## config.mk

```make
export PLATFORM = sky130hd
export DESIGN_NAME = alu_lockstep_ctrl
export DESIGN_NICKNAME = d
export VERILOG_FILES = /design/src/rtl/alu_lockstep_ctrl.sv
export SDC_FILE = /design/constraint.sdc
export NUM_CORES = 1
export LEC_CHECK = 0
export CORE_AREA = 2 2 60 62
export CTS_CLUSTER_DIAMETER = 200
export DETAILED_ROUTE_END_ITERATION = 10
export DIE_AREA = 0 0 62 64
export GPL_TIMING_DRIVEN = 0
export PLACE_DENSITY = 0.79
export SYNTH_ARGS = -nofsm -noshare
export SYNTH_HDL_FRONTEND = slang
export SYNTH_SLANG_ARGS = --single-unit
export TNS_END_PERCENT = 10
```

## constraint.sdc

```tcl
create_clock -name clk -period 2.8 [get_ports clk]
set_clock_uncertainty 0.2 [all_clocks]
set_input_delay 0.7 -clock clk [delete_from_list [all_inputs] [get_ports clk]]
set_output_delay 0.7 -clock clk [all_outputs]
set_load 0.005 [all_outputs]
```

## src/rtl/alu_lockstep_ctrl.sv

```systemverilog
// Dual-ALU lockstep controller: round-robin intake from two requesters, one retry on mismatch.
// Optional saturating mismatch counter is built when ALU_FAULT_CNT_EN is defined.

module alu_lockstep_alu (
    input  logic [3:0] a_i,
    input  logic [3:0] b_i,
    input  logic [1:0] sel_i,
    output logic [4:0] res_o
);
    always_comb begin
        res_o = '0;
        case (sel_i)
            2'b00:   res_o = {1'b0, a_i} + {1'b0, b_i};
            2'b01:   res_o = {1'b0, a_i} - {1'b0, b_i};
            2'b10:   res_o = {1'b0, a_i & b_i};
            default: res_o = {1'b0, a_i | b_i};
        endcase
    end
endmodule

// state | meaning
// IDLE  | ready offered to the granted requester, waiting for a handshake
// EXEC  | both ALU copies evaluate latched operands; one retry on mismatch
// RESP  | response held until the consumer takes it
module alu_lockstep_ctrl (
    input  logic       clk,
    input  logic       rst,
    input  logic       req0_valid,
    input  logic       req1_valid,
    output logic       req0_ready,
    output logic       req1_ready,
    input  logic [3:0] req0_a,
    input  logic [3:0] req0_b,
    input  logic [3:0] req1_a,
    input  logic [3:0] req1_b,
    input  logic [1:0] req0_sel,
    input  logic [1:0] req1_sel,
    output logic       rsp_valid,
    input  logic       rsp_ready,
    output logic       rsp_id,
    output logic [3:0] rsp_out,
    output logic       rsp_carry,
    output logic       rsp_fault,
    input  logic       inj_en,
    input  logic [4:0] inj_mask,
    output logic       fault_sticky,
    input  logic       clr_fault,
    output logic [7:0] fault_cnt
);
    typedef enum logic [1:0] {
        S_IDLE = 2'd0,
        S_EXEC = 2'd1,
        S_RESP = 2'd2
    } state_t;

    state_t     state_q;
    logic [3:0] op_a_q;
    logic [3:0] op_b_q;
    logic [1:0] op_sel_q;
    logic       id_q;
    logic       retry_q;
    logic       prio_q;
    logic       rsp_valid_q;
    logic       rsp_id_q;
    logic [3:0] rsp_out_q;
    logic       rsp_carry_q;
    logic       rsp_fault_q;
    logic       fault_sticky_q;
    logic       fault_sticky_d;

    logic [1:0] grant;
    logic [4:0] res1;
    logic [4:0] res2;
    logic [4:0] res2_chk;
    logic       mismatch;
    logic       fault_set;

    // prio_q names the requester that wins a tie; it flips away from each grant.
    always_comb begin
        grant = 2'b00;
        if (req0_valid && req1_valid) begin
            grant = prio_q ? 2'b10 : 2'b01;
        end else begin
            grant = {req1_valid, req0_valid};
        end
    end

    assign req0_ready = (state_q == S_IDLE) && grant[0];
    assign req1_ready = (state_q == S_IDLE) && grant[1];

    alu_lockstep_alu u_alu1 (
        .a_i   (op_a_q),
        .b_i   (op_b_q),
        .sel_i (op_sel_q),
        .res_o (res1)
    );

    alu_lockstep_alu u_alu2 (
        .a_i   (op_a_q),
        .b_i   (op_b_q),
        .sel_i (op_sel_q),
        .res_o (res2)
    );

    assign res2_chk  = res2 ^ (inj_en ? inj_mask : 5'b00000);
    assign mismatch  = (res1 != res2_chk);
    assign fault_set = (state_q == S_EXEC) && mismatch && retry_q;

    always_ff @(posedge clk or posedge rst) begin
        if (rst) begin
            state_q     <= S_IDLE;
            op_a_q      <= '0;
            op_b_q      <= '0;
            op_sel_q    <= '0;
            id_q        <= 1'b0;
            retry_q     <= 1'b0;
            prio_q      <= 1'b0;
            rsp_valid_q <= 1'b0;
            rsp_id_q    <= 1'b0;
            rsp_out_q   <= '0;
            rsp_carry_q <= 1'b0;
            rsp_fault_q <= 1'b0;
        end else begin
            case (state_q)
                S_IDLE: begin
                    if (grant != 2'b00) begin
                        op_a_q   <= grant[1] ? req1_a   : req0_a;
                        op_b_q   <= grant[1] ? req1_b   : req0_b;
                        op_sel_q <= grant[1] ? req1_sel : req0_sel;
                        id_q     <= grant[1];
                        prio_q   <= ~grant[1];
                        retry_q  <= 1'b0;
                        state_q  <= S_EXEC;
                    end
                end
                S_EXEC: begin
                    if (mismatch && !retry_q) begin
                        retry_q <= 1'b1;
                    end else begin
                        // Copy 1 is reported even when lockstep fails; the fault bit flags it.
                        rsp_valid_q <= 1'b1;
                        rsp_id_q    <= id_q;
                        rsp_out_q   <= res1[3:0];
                        rsp_carry_q <= res1[4];
                        rsp_fault_q <= mismatch;
                        state_q     <= S_RESP;
                    end
                end
                S_RESP: begin
                    if (rsp_ready) begin
                        rsp_valid_q <= 1'b0;
                        state_q     <= S_IDLE;
                    end
                end
                default: begin
                    state_q <= S_IDLE;
                end
            endcase
        end
    end

    always_comb begin
        fault_sticky_d = fault_sticky_q;
        if (fault_set) begin
            fault_sticky_d = 1'b1;
        end else if (clr_fault) begin
            fault_sticky_d = 1'b0;
        end
    end

    always_ff @(posedge clk or posedge rst) begin
        if (rst) begin
            fault_sticky_q <= 1'b0;
        end else begin
            fault_sticky_q <= fault_sticky_d;
        end
    end

`ifdef ALU_FAULT_CNT_EN
    logic [7:0] fault_cnt_q;
    logic [7:0] fault_cnt_d;
    logic       cnt_inc;

    assign cnt_inc = (state_q == S_EXEC) && mismatch;

    // A mismatch in the same cycle as a clear restarts the count at one.
    always_comb begin
        fault_cnt_d = fault_cnt_q;
        if (clr_fault) begin
            fault_cnt_d = cnt_inc ? 8'd1 : 8'd0;
        end else if (cnt_inc && (fault_cnt_q != 8'hff)) begin
            fault_cnt_d = fault_cnt_q + 8'd1;
        end
    end

    always_ff @(posedge clk or posedge rst) begin
        if (rst) begin
            fault_cnt_q <= '0;
        end else begin
            fault_cnt_q <= fault_cnt_d;
        end
    end

    assign fault_cnt = fault_cnt_q;
`else
    assign fault_cnt = 8'd0;
`endif

    assign rsp_valid    = rsp_valid_q;
    assign rsp_id       = rsp_id_q;
    assign rsp_out      = rsp_out_q;
    assign rsp_carry    = rsp_carry_q;
    assign rsp_fault    = rsp_fault_q;
    assign fault_sticky = fault_sticky_q;

endmodule

```

Yosys cells after proc, flatten, opt, wreduce, memory -nomap -nowiden --
Cells that the tools add are included.
Word-level totals: bits in registers 24, latch bits 0, RAM bits 0, ROM bits 0, input bits 32, logic and storage cells 66, memories 0
Operators by class: add/sub/neg operators 2, $mul 0, div/mod/pow operators 0, order comparisons 0, equality and inequality tests 9, shift-type cells 0, muxes and demuxes 19, bitwise gates (word level) 5, reductions and logical operators 18
Operators with widths (count):
- $pmux 5 s3 | 1
- $mux 2 | 6
- $reduce_and 3->1 | 3
- $mux 4 | 2
- $reduce_bool 2->1 | 4
- $logic_and 1x1->1 | 6
- $mux 1 | 6
- $pmux 2 s3 | 1
- $add 4x4->5 | 1
- $mux 5 | 1
- $ne 5x5->1 | 1
- $sub 4x4->5 | 1
- $xor 5x5->5 | 1
- $and 4x4->4 | 1
- $eq 2x1->1 const B | 2
- $eq 2x2->1 const B | 2
- $logic_not 2->1 | 2
- $ne 2x1->1 const B | 2
- $ne 2x2->1 const B | 2
- $or 4x4->4 | 1
- $pmux 1 s2 | 2
- $reduce_and 2->1 | 2
- $not 1->1 | 2
- $logic_not 1->1 | 1

Longest topological paths before layout --
Gate-level depths: netlist (run 1).
depth after elaboration 7, gate-level depth with buffers 9

Hierarchy --
From an unflattened synthesis (run 1), not the netlist that was laid out.
Second synthesis, totals: cells, all modules 221, area total of the unflattened synthesis 1959.4 um^2
By module, submodules not included:
- alu_lockstep_ctrl | instances 1, cells each 137, area an instance 1288.7 um^2
- alu_lockstep_alu | instances 2, cells each 42, area an instance 335.3 um^2

Least setup slack after synthesis (run 1) --
Ideal clock, no wire load.
path type register -> register, from register op_b_q[0], to register rsp_carry_q (netlist: rsp_carry), arrival time 1.879 ns, required time 2.479 ns, setup slack 0.600 ns, stages on the path, launching flop included 10, path buffers 0, clock period less this slack 2.200 ns, cell sequence dfrtp_1 inv_1 ha_1 nand2_1 o21ai_0 fa_1 nand2b_1 a21oi_1 xnor2_1 a22o_2
On the way: cells in the longest elaborated chain, start to end 7, elaborated cells between the ends (all ways) 10, those cells by class 2 x add/sub; 1 x eq/ne; 1 x mux; 4 x bitwise; 2 x reduce/logical
RTL lines:
- from (decl) | RTL line 58 | logic [3:0] op_b_q;
- from (signal assigned) | RTL line 128 | op_b_q <= grant[1] ? req1_b : req0_b;
- $sub 4x4->5, or another cell as far along | RTL line 14 | 2'b01: res_o = {1'b0, a_i} - {1'b0, b_i};
- $pmux 5 s3 (*) | RTL line 12 | case (sel_i)
- $xor 5x5->5 | RTL line 105 | assign res2_chk = res2 ^ (inj_en ? inj_mask : 5'b00000);
- $ne 5x5->1 | RTL line 106 | assign mismatch = (res1 != res2_chk);
- $logic_and 1x1->1 | RTL line 137 | if (mismatch && !retry_q) begin
- $not 1->1 (no line)
- $reduce_and 2->1 (no line)
- to (signal assigned) | RTL line 144 | rsp_carry_q <= res1[4];
- to (decl) | RTL line 66 | logic rsp_carry_q;
Mark *: on every way between the ends. The rest lies on a longest branch, timed or not. A chain may end at the register's enable or synchronous reset.

Worst setup path in the final report (run 1) --
from register state_q[1], to output port req0_ready
On the way: cells in the longest elaborated chain, start to end 2
RTL lines:
- from (decl) | RTL line 56 | state_t state_q;
- from (signal assigned) | RTL line 111 | state_q <= S_IDLE;
- from (signal assigned) | RTL line 133 | state_q <= S_EXEC;
- from (signal assigned) | RTL line 146 | state_q <= S_RESP;
- $logic_not 2->1 | RTL line 88 | assign req0_ready = (state_q == S_IDLE) && grant[0];
- $logic_and 1x1->1 | RTL line 88
- to (decl) | RTL line 30 | output logic req0_ready,
Every way passes these cells.

==> results of run 1 <==
-- cells in the mapped netlist, types with 2 or more instances --
cell type / count / area (µm²)
ha_1: 7 / 87.6
nor3_1: 3 / 15.0
xor2_1: 2 / 17.5
o21ai_0: 23 / 115
nor2_1: 8 / 30.0
a21oi_1: 9 / 45.0
xnor2_1: 2 / 17.5
mux2i_1: 11 / 110
nand3_1: 2 / 10.0
a31oi_1: 2 / 12.5
nand2_1: 20 / 75.1
buf_4: 9 / 67.6
buf_2: 2 / 10.0
nand2b_1: 4 / 25.0
maj3_2: 2 / 22.5
inv_1: 11 / 41.3
dfrtp_1: 24 / 601
-- flip-flops by register name, indices dropped and copies added (netlist names) --
signal	cells
rsp_id	1
rsp_out	4
rsp_carry	1
prio_q	1
id_q	1
op_sel_q	2
rsp_valid	1
op_a_q	4
fault_sticky	1
rsp_fault	1
state_q	2
op_b_q	4
retry_q	1
-- worst min-delay path, delay by kind of cell (launching register included) --
kind	cells	cell delay (ps)
flip-flops	1	360
AO/OA/AOI/OAI	1	70
AND/OR/NAND/NOR	1	60
-- per-stage QoR --
step,cells,setup WS [ps],setup TNS (ps)
2_1_floorplan,165,600,0
3_3_place_gp,253,-133,-219
3_5_place_dp,253,-154,-235
4_1_cts,257,25.0,0
5_1_grt,257,33.2,0
6_report,257,142,0
-- cell type report --
| class | instances | area, µm² |
|---|---|---|
| fillers | 290 | 1260 |
| multi-input cells | 118 | 773 |
| flip-flops and latches | 24 | 601 |
| repair buffers | 42 | 420 |
| plain buffers | 12 | 81.3 |
| well taps | 46 | 57.6 |
| inverters | 11 | 41.3 |
| clock inverters | 1 | 30.0 |
| clock buffers | 3 | 22.5 |
-- logic make-up after synthesis --
logic type,after synthesis,share of synthesized area (%)
AOI/OAI and AO/OA,42,16.6
xor gates and xnor gates,4,2.40
adders and majority gates,11,9.59
buffers and inverters,23,8.39
DFF,24,41.1
muxes,12,8.56
other,1,0.257
and+or+nand+nor,41,13.1
-- metal layers --
layer,part of all wire [%],vias up,track usage (%)
met2,47,39,25.3
met1,46,568,22.0
met5,0,-,0
met4,1.4,0,4.79
met3,5.6,5,3.04
li1,-,635,-
-- worst max-delay path by stage --
stage,start,to,cells past startpoint
after floorplan,op_b_q[0],rsp_carry,9
after global placement,req1_valid,req1_ready,4
after detailed placement,req1_valid,req1_ready,4
after CTS,req1_valid,req0_ready,3
after global routing,state_q[1],req0_ready,4
final,state_q[1],req0_ready,4
-- where the power goes --
part | switching, mW | internal (mW) | total [mW]
registers | 0.147 | 0.507 | 0.654
clock network | 0.109 | 0.145 | 0.254
logic | 0.571 | 0.599 | 1.17
total | 0.827 | 1.25 | 2.08
-- timing repair --
item / CTS / global route
hold buffers: 0 / 0
endpoints found under the setup margin: 2 / 1
gates resized for setup: 4 / 1
-- layout by cell type (no fill, tap or decap), types with 3 or more instances in the layout --
cell type	instances
nand2b_1	4
dfrtp_1	24
buf_4	9
clkdlybuf4s50_1	39
nor2_1	8
ha_1	7
o21ai_0	23
nand2_1	20
conb_1	8
a21oi_1	8
clkbuf_4	3
inv_1	11
mux2i_1	11
==> flow_metrics.env, run 1 <==
export IMPL_drive_gt1_share_pct=12.3
export IMPL_globalRouteTotalUtil_pct=16.1
export IMPL_cts_sinks=24
export IMPL_ant_nets=0
export IMPL_grt_max_degree=25
export IMPL_finalPower_mw=2.08
export IMPL_min_to="rsp_fault"
export IMPL_wl_per_cell_um=11.0
export IMPL_leakagePower_nw=0.955
export IMPL_max_freq_mhz=376
export IMPL_drv_slew=0
export IMPL_area_growth_pct=38.7
export IMPL_h_tree_depth=1
export IMPL_vias=1247
export IMPL_numPortBuffers=42
export IMPL_coreArea_mm2=0.00328
export IMPL_drc=0
export IMPL_yosys_most_used_dff="dfrtp_1"
export IMPL_diodes=0
export IMPL_grt_antenna_before_repair=0
export IMPL_cp_max_fo=5
export IMPL_ys_seq_area_share_pct=41.1
export IMPL_die_y_um=64
export IMPL_min_path_cells=2
export IMPL_fin_crit_sh_pct=94.9
export IMPL_finalSetupViolations=0
export IMPL_clk_pin_slew_worst_paths_ps=130
export IMPL_wl_um=2840
export IMPL_ys_types=34
export IMPL_rsz0062_at_grt="no"
export IMPL_relSlewSlack_pct=42.3
export IMPL_postCtsSetupBuffers=0
export IMPL_tightest_slew_ps=865
export IMPL_crit_chain="nor2_1 -> nand2_1 -> a21oi_2 -> clkdlybuf4s50_1"
export IMPL_clock_path_buffers=2
export IMPL_crit_path_max_incr_delay_ps=510
export IMPL_reg2reg_slack_ps=410
export IMPL_netlist_instances=158
export IMPL_cp_end_kind="output port"
export IMPL_crit_type="reg -> out"
export IMPL_status="completed"
export IMPL_critical_path_top_delay_family="buffers and inverters"
export IMPL_synth_area_mm2=0.00146
export IMPL_fin_nets=252
export IMPL_r2r_start="op_b_q[0]"
export IMPL_synth_area_per_cell_um2=9.25
export IMPL_drt_pass1_iterations=4
export IMPL_maxCapViolations=0
export IMPL_synth_edff_count=0
export IMPL_start_util_pct=44.5
export IMPL_cp_start_kind="register"
export IMPL_path_buf_inv=1
export IMPL_hold_slack_ps=320
export IMPL_r2r_cells=9
export IMPL_drt_iter0_drc=28
export IMPL_ctsRootBufferMaster="clkbuf_4"
export IMPL_hold_start="rsp_fault"
export IMPL_grt_pass1_wl_um=4880
export IMPL_fin_area_mm2=0.00203
export IMPL_fin_crit_ps=2660
export IMPL_clkLatencyLatePin_ps=320
export IMPL_peakVddDrop_uv=449
export IMPL_dp_hpwl_um=2270
export IMPL_power_density_mw_per_mm2=1030
export IMPL_cp_data_arrival_time_ps=1760
export IMPL_pin_count=51
export IMPL_worst_ep_required_time_ps=1900
export IMPL_overflow=0
export IMPL_r2r_end="rsp_carry"
export IMPL_fin_util_pct=61.7
export IMPL_yosysWarnings=0
export IMPL_cts_buffers=3
export IMPL_die_area_mm2=0.00397
export IMPL_synth_seq_cells=24
export IMPL_slowest_stage="clkdlybuf4s50_1"
export IMPL_gp_congestion=0.828
export IMPL_final_hold_viol_count=0
export IMPL_cts_tree="done"
export IMPL_synthArstFlopShare_pct=100
export IMPL_hp_class="reg -> reg"
export IMPL_die_w_um=62
export IMPL_fp_row_count=21
export IMPL_dpl_cell_area_mm2=0.00197
export IMPL_grt_pass1_vias=1158
export IMPL_avgViaCountPerCell=4.85
Note: power is estimated with default switching activity, not from simulation.
==> inputs of run 2 (changes only) <==
--- a/config.mk
+++ b/config.mk
@@ -11,6 +11,7 @@
 export DIE_AREA = 0 0 62 64
 export GPL_TIMING_DRIVEN = 0
 export PLACE_DENSITY = 0.79
+export RECOVER_POWER = 100
 export SYNTH_ARGS = -nofsm -noshare
 export SYNTH_HDL_FRONTEND = slang
 export SYNTH_SLANG_ARGS = --single-unit
==> flow_metrics.env, run 2 (synthesis gave the netlist of run 1 again) <==
export IMPL_final_hold_viol_count=0
export IMPL_globalRouteTotalUtil_pct=16.1
export IMPL_leakagePower_nw=0.952
export IMPL_overflow=0
export IMPL_layout_common_cells="clkdlybuf4s50_1 (28), o21ai_0 (24), dfrtp_1 (24)"
export IMPL_grt_use_met2_pct=25.3
export IMPL_crit_path_max_incr_delay_ps=510
export IMPL_dp_hpwl_um=2270
export IMPL_power_density_mw_per_mm2=1010
export IMPL_top_usage_layer="met2"
export IMPL_drc=0
export IMPL_die_area_mm2=0.00397
export IMPL_dpl_cell_area_mm2=0.00197
export IMPL_cts_buffers=3
export IMPL_grt_antenna_before_repair=0
export IMPL_maxCapViolations=0
export IMPL_postCtsHoldBufs=0
export IMPL_pin_count=51
export IMPL_area_growth_pct=37.0
export IMPL_max_freq_mhz=375
export IMPL_fin_util_pct=61.0
export IMPL_gp_congestion=0.828
export IMPL_start_util_pct=44.5
export IMPL_grt_pass1_vias=1158
export IMPL_clk_pin_slew_worst_paths_ps=140
export IMPL_r2r_cells=9
export IMPL_fin_area_mm2=0.00200
export IMPL_grt_max_degree=25
export IMPL_grt_pass1_wl_um=4880
export IMPL_postCtsSetupBuffers=0
export IMPL_vias=1243
export IMPL_drt_pass1_iterations=4
export IMPL_numPortBuffers=42
export IMPL_cp_max_fo=5
export IMPL_h_tree_depth=1
export IMPL_wl_um=2830
export IMPL_finalSetupViolations=0
export IMPL_hold_slack_ps=314
export IMPL_rsz0062_at_grt="no"
export IMPL_status="completed"
export IMPL_crit_start="state_q[1]"
export IMPL_tightest_slew_ps=863
export IMPL_hold_start="rsp_valid"
export IMPL_coreArea_mm2=0.00328
export IMPL_use_met1_pct=22.0
export IMPL_cp_data_arrival_time_ps=1770
export IMPL_die_w_um=62
export IMPL_min_to="rsp_valid"
export IMPL_crit_type="reg -> out"
export IMPL_fin_crit_ps=2670
export IMPL_hp_class="reg -> reg"
export IMPL_crit_chain="nor2_1 -> nand2_1 -> a21oi_2 -> clkdlybuf4s50_1"
export IMPL_relSlewSlack_pct=42.4
export IMPL_reg2reg_slack_ps=410
export IMPL_ctsRootBufferMaster="clkbuf_4"
export IMPL_slowest_stage="clkdlybuf4s50_1"
export IMPL_cts_tree="done"
export IMPL_peakVddDrop_uv=454
export IMPL_wl_per_cell_um=11.0
export IMPL_avgViaCountPerCell=4.84
export IMPL_setup_tns_final_ps=0
export IMPL_grt_util_met3_pct=3.04
export IMPL_fin_nets=252
export IMPL_drv_slew=0
export IMPL_fp_row_count=21
export IMPL_clkLatencyLatePin_ps=320
export IMPL_cp_end_kind="output port"
export IMPL_clock_path_buffers=2
export IMPL_cts_sinks=24
export IMPL_cp_start_kind="register"
export IMPL_diodes=0
export IMPL_r2r_end="rsp_carry"
export IMPL_mostFrequentLayoutCell="clkdlybuf4s50_1"
export IMPL_die_y_um=64
export IMPL_min_path_cells=2
export IMPL_drt_iter0_drc=26
export IMPL_worst_ep_required_time_ps=1900
export IMPL_ant_nets=0
export IMPL_r2r_start="op_b_q[0]"
export IMPL_fin_crit_sh_pct=95.2
export IMPL_drive_gt1_share_pct=10.4
==> run 2: worst max-delay path by stage <==
stage / to
2_1_floorplan: rsp_carry
3_3_place_gp: req1_ready
3_5_place_dp: req1_ready
4_1_cts: req0_ready
5_1_grt: req0_ready
6_report: req0_ready
==> run 2: per-stage QoR <==
stage / std cells / setup slack, ps / power (mW)
global route: 257 / 33.2 / 2.24
floorplan: 165 / 600 / 1.47
global placement: 253 / -133 / 1.80
CTS: 257 / 25.0 / 2.09
finish: 257 / 135 / 2.03
detailed placement: 253 / -154 / 1.83
==> run 2: critical path: cells and delay by family, from the launching register on <==
family / cells / cell delay (ps)
AO/OA/AOI/OAI: 1 / 130
flip-flops: 1 / 460
AND/OR/NAND/NOR: 2 / 340
buffers and inverters: 1 / 510
==> run 2: final cells by class <==
cell class	count	area, µm²
well taps	46	57.6
repair buffers	42	420
plain buffers	12	77.6
inverters	11	41.3
multi-input cells	118	752
fillers	295	1280
flip-flops and latches	24	601
clock inverters	1	30.0
clock buffers	3	22.5
==> run 2: routing by layer <==
metal / routed length (µm) / part of all wire (%)
met1: 1290 / 46
met2: 1340 / 47
met3: 157 / 5.5
met4: 40 / 1.4
met5: 0 / 0
==> run 2: timing repair <==
| item | CTS | global route |
|---|---|---|
| setup endpoints to repair | 2 | 1 |
| gates cloned | 0 | 0 |
| gates resized for setup | 4 | 1 |
==> run 2: power breakdown <==
group | switching, mW | internal, mW | total [mW]
sequential | 0.142 | 0.507 | 0.649
combinational | 0.562 | 0.564 | 1.13
clock | 0.111 | 0.145 | 0.256
total | 0.815 | 1.22 | 2.03
==> variant: new RTL, settings of run 2 <==
Build with the macro `ALU_FAULT_CNT_EN` defined.
--- a/src/rtl/alu_lockstep_ctrl.sv
+++ b/src/rtl/alu_lockstep_ctrl.sv
@@ -1,5 +1,7 @@
 // Dual-ALU lockstep controller: round-robin intake from two requesters, one retry on mismatch.
 // Optional saturating mismatch counter is built when ALU_FAULT_CNT_EN is defined.
+
+`define ALU_FAULT_CNT_EN
 
 module alu_lockstep_alu (
     input  logic [3:0] a_i,
Check against the original RTL: not equivalent (a bounded check fails within 4 cycles, from zero or initial values and one cycle with rst high).
==> variant against run 2 <==
Sequential power rose by 19%; highest routed layer unchanged; critical path type is now in2out; area after synthesis rose by 26%; wire length is 44% higher; sequential cell count is 8 higher; design area up 22%; cell count rose by 15%; combinational power grew 9%; register-to-register slack worse by 0.18 ns; power up 13%; hold slack gained 0.0029 ns; worst setup slack worse by 0.079 ns; first-iteration DRC count grew to 3.1 times the old value; die area stayed put.
==> variant: results (changes against run 2) <==
non-filler cells, final=295 (+15%); met2 WL post-DR=2100 um (+57%); dpl hpwl=3190 um (+41%); number of setup buffers added after CTS=0 (unchanged); CP max FO=4 (-1); Seq/Total Area, Yosys=43.4% (+2.3 points); Yosys cell types=37 (+8.8%); Ys Warns=0 (unchanged); vias in the first global route=1,582 (+37%); met3 Use GR=3.85% (+0.81 points); I/O Buffers=50 (+19%); status=completed; final wirelength=4080 um (+44%); M1 WL=1720 um (+33%); htree depth=2 (+1); met3 wire length=175 um (+11%); Worst-path clk slew=0.10 ns (-0.04 ns); VDD IR max=0.522 mV (+15%); arrival time worst endpoint=1.84 ns (+0.07 ns); met1 Use GR=26.9% (+4.9 points); first-pass GRT wire length=6740 um (+38%); average vias per placed instance=5.46 (+13%); fillcell total=256 (-13%); setup slack at placement=-0.215 ns (-0.0614 ns); share of cells above drive strength 1=7.63% (-2.8 points); Leakage=1.10 nW (+16%); Synth Area per Inst=9.72 um^2 (+5.1%); GR Util met2=38.5% (+13 points); Inst Count DP=286 (+13%); RD Place Congestion=0.765 (-7.6%); CP max stage delay=0.51 ns (about the same); Min-Delay Path Depth=1 (-1); cts bufs inserted=5 (+2); top layer in use=met4; starting DRC count in detailed routing=80 (+210%); Total GRT Usage=22.5% (+6.5 points); initial antenna violation count=0 (unchanged); top post-synthesis cells by count=dfrtp_1 (32), nand2_1 (21), o21ai_0 (20), inv_1 (14); slew margin rel.=32.2% (-10 points); dominant cells by area after synthesis=dfrtp_1 (43%), ha_1 (5.4%), mux2i_1 (5.4%); clk_lat worst skew=0.34 ns (+0.02 ns); largest net degree at the start of global routing=33 (+32%)
[variant: cell types whose count changed after synthesis, moves of 3 or more]
cell      before  now
nor2b_1        0    4
a22o_1         0    3
inv_1         11   14
mux2_2         0    7
o21ai_0       23   20
clkbuf_1       1    6
dfrtp_1       24   32
buf_4          9    0
[variant: kinds of logic (layout without fill, tap and decap cells)]
kind of cell	after synthesis	in the layout	share of synthesized area, %
xor gates and xnor gates	5	5	2.37
DFF	32	32	43.4
adders and majority gates	11	11	7.59
AOI/OAI and AO/OA	49	49	17.9
buffers and inverters	22	81	4.61
muxes	17	17	9.69
and+or+nand+nor	54	54	14.5
[variant: worst paths after layout]
check	startpoint	endpoint	slack [ns]
max	req1_valid	req0_ready	0.06
min	rsp_out[1]	rsp_out[1]	0.32
max reg2reg	op_sel_q[1]	rsp_out[3]	0.23
min reg2reg	rsp_out[1]	rsp_out[1]	0.32
max in group asynchronous	rst	op_sel_q[1]	0.48
min in group asynchronous	rst	fault_cnt[5]	0.63
[variant: metrics by stage]
step,area (um^2),hold WS [ns]
after floorplan,1850,0.275
after global routing,2450,0.325
after CTS,2470,0.325
final,2450,0.317
after detailed placement,2400,0.299
after global placement,2400,0.287
[variant: report_power, final]
part           internal, mW  switching, mW  total (mW)
clock network         0.119          0.163       0.282
logic                 0.609          0.626        1.23
registers             0.633          0.141       0.774
total                  1.36          0.930        2.29
[variant: cell type report]
cell class,count,area share [%]
inverter,14,2.15
sequential,32,32.7
multi-input combinational,136,38.4
clock buffer,6,2.10
buffer,8,1.33
clock inverter,2,0.409
timing repair buffer,51,20.5
tap,46,2.35
[variant: timing repair]
item                                    4_1_cts  5_1_grt
pin swaps                                     1        1
endpoints found under the setup margin        2        2
resized for setup                             3        1
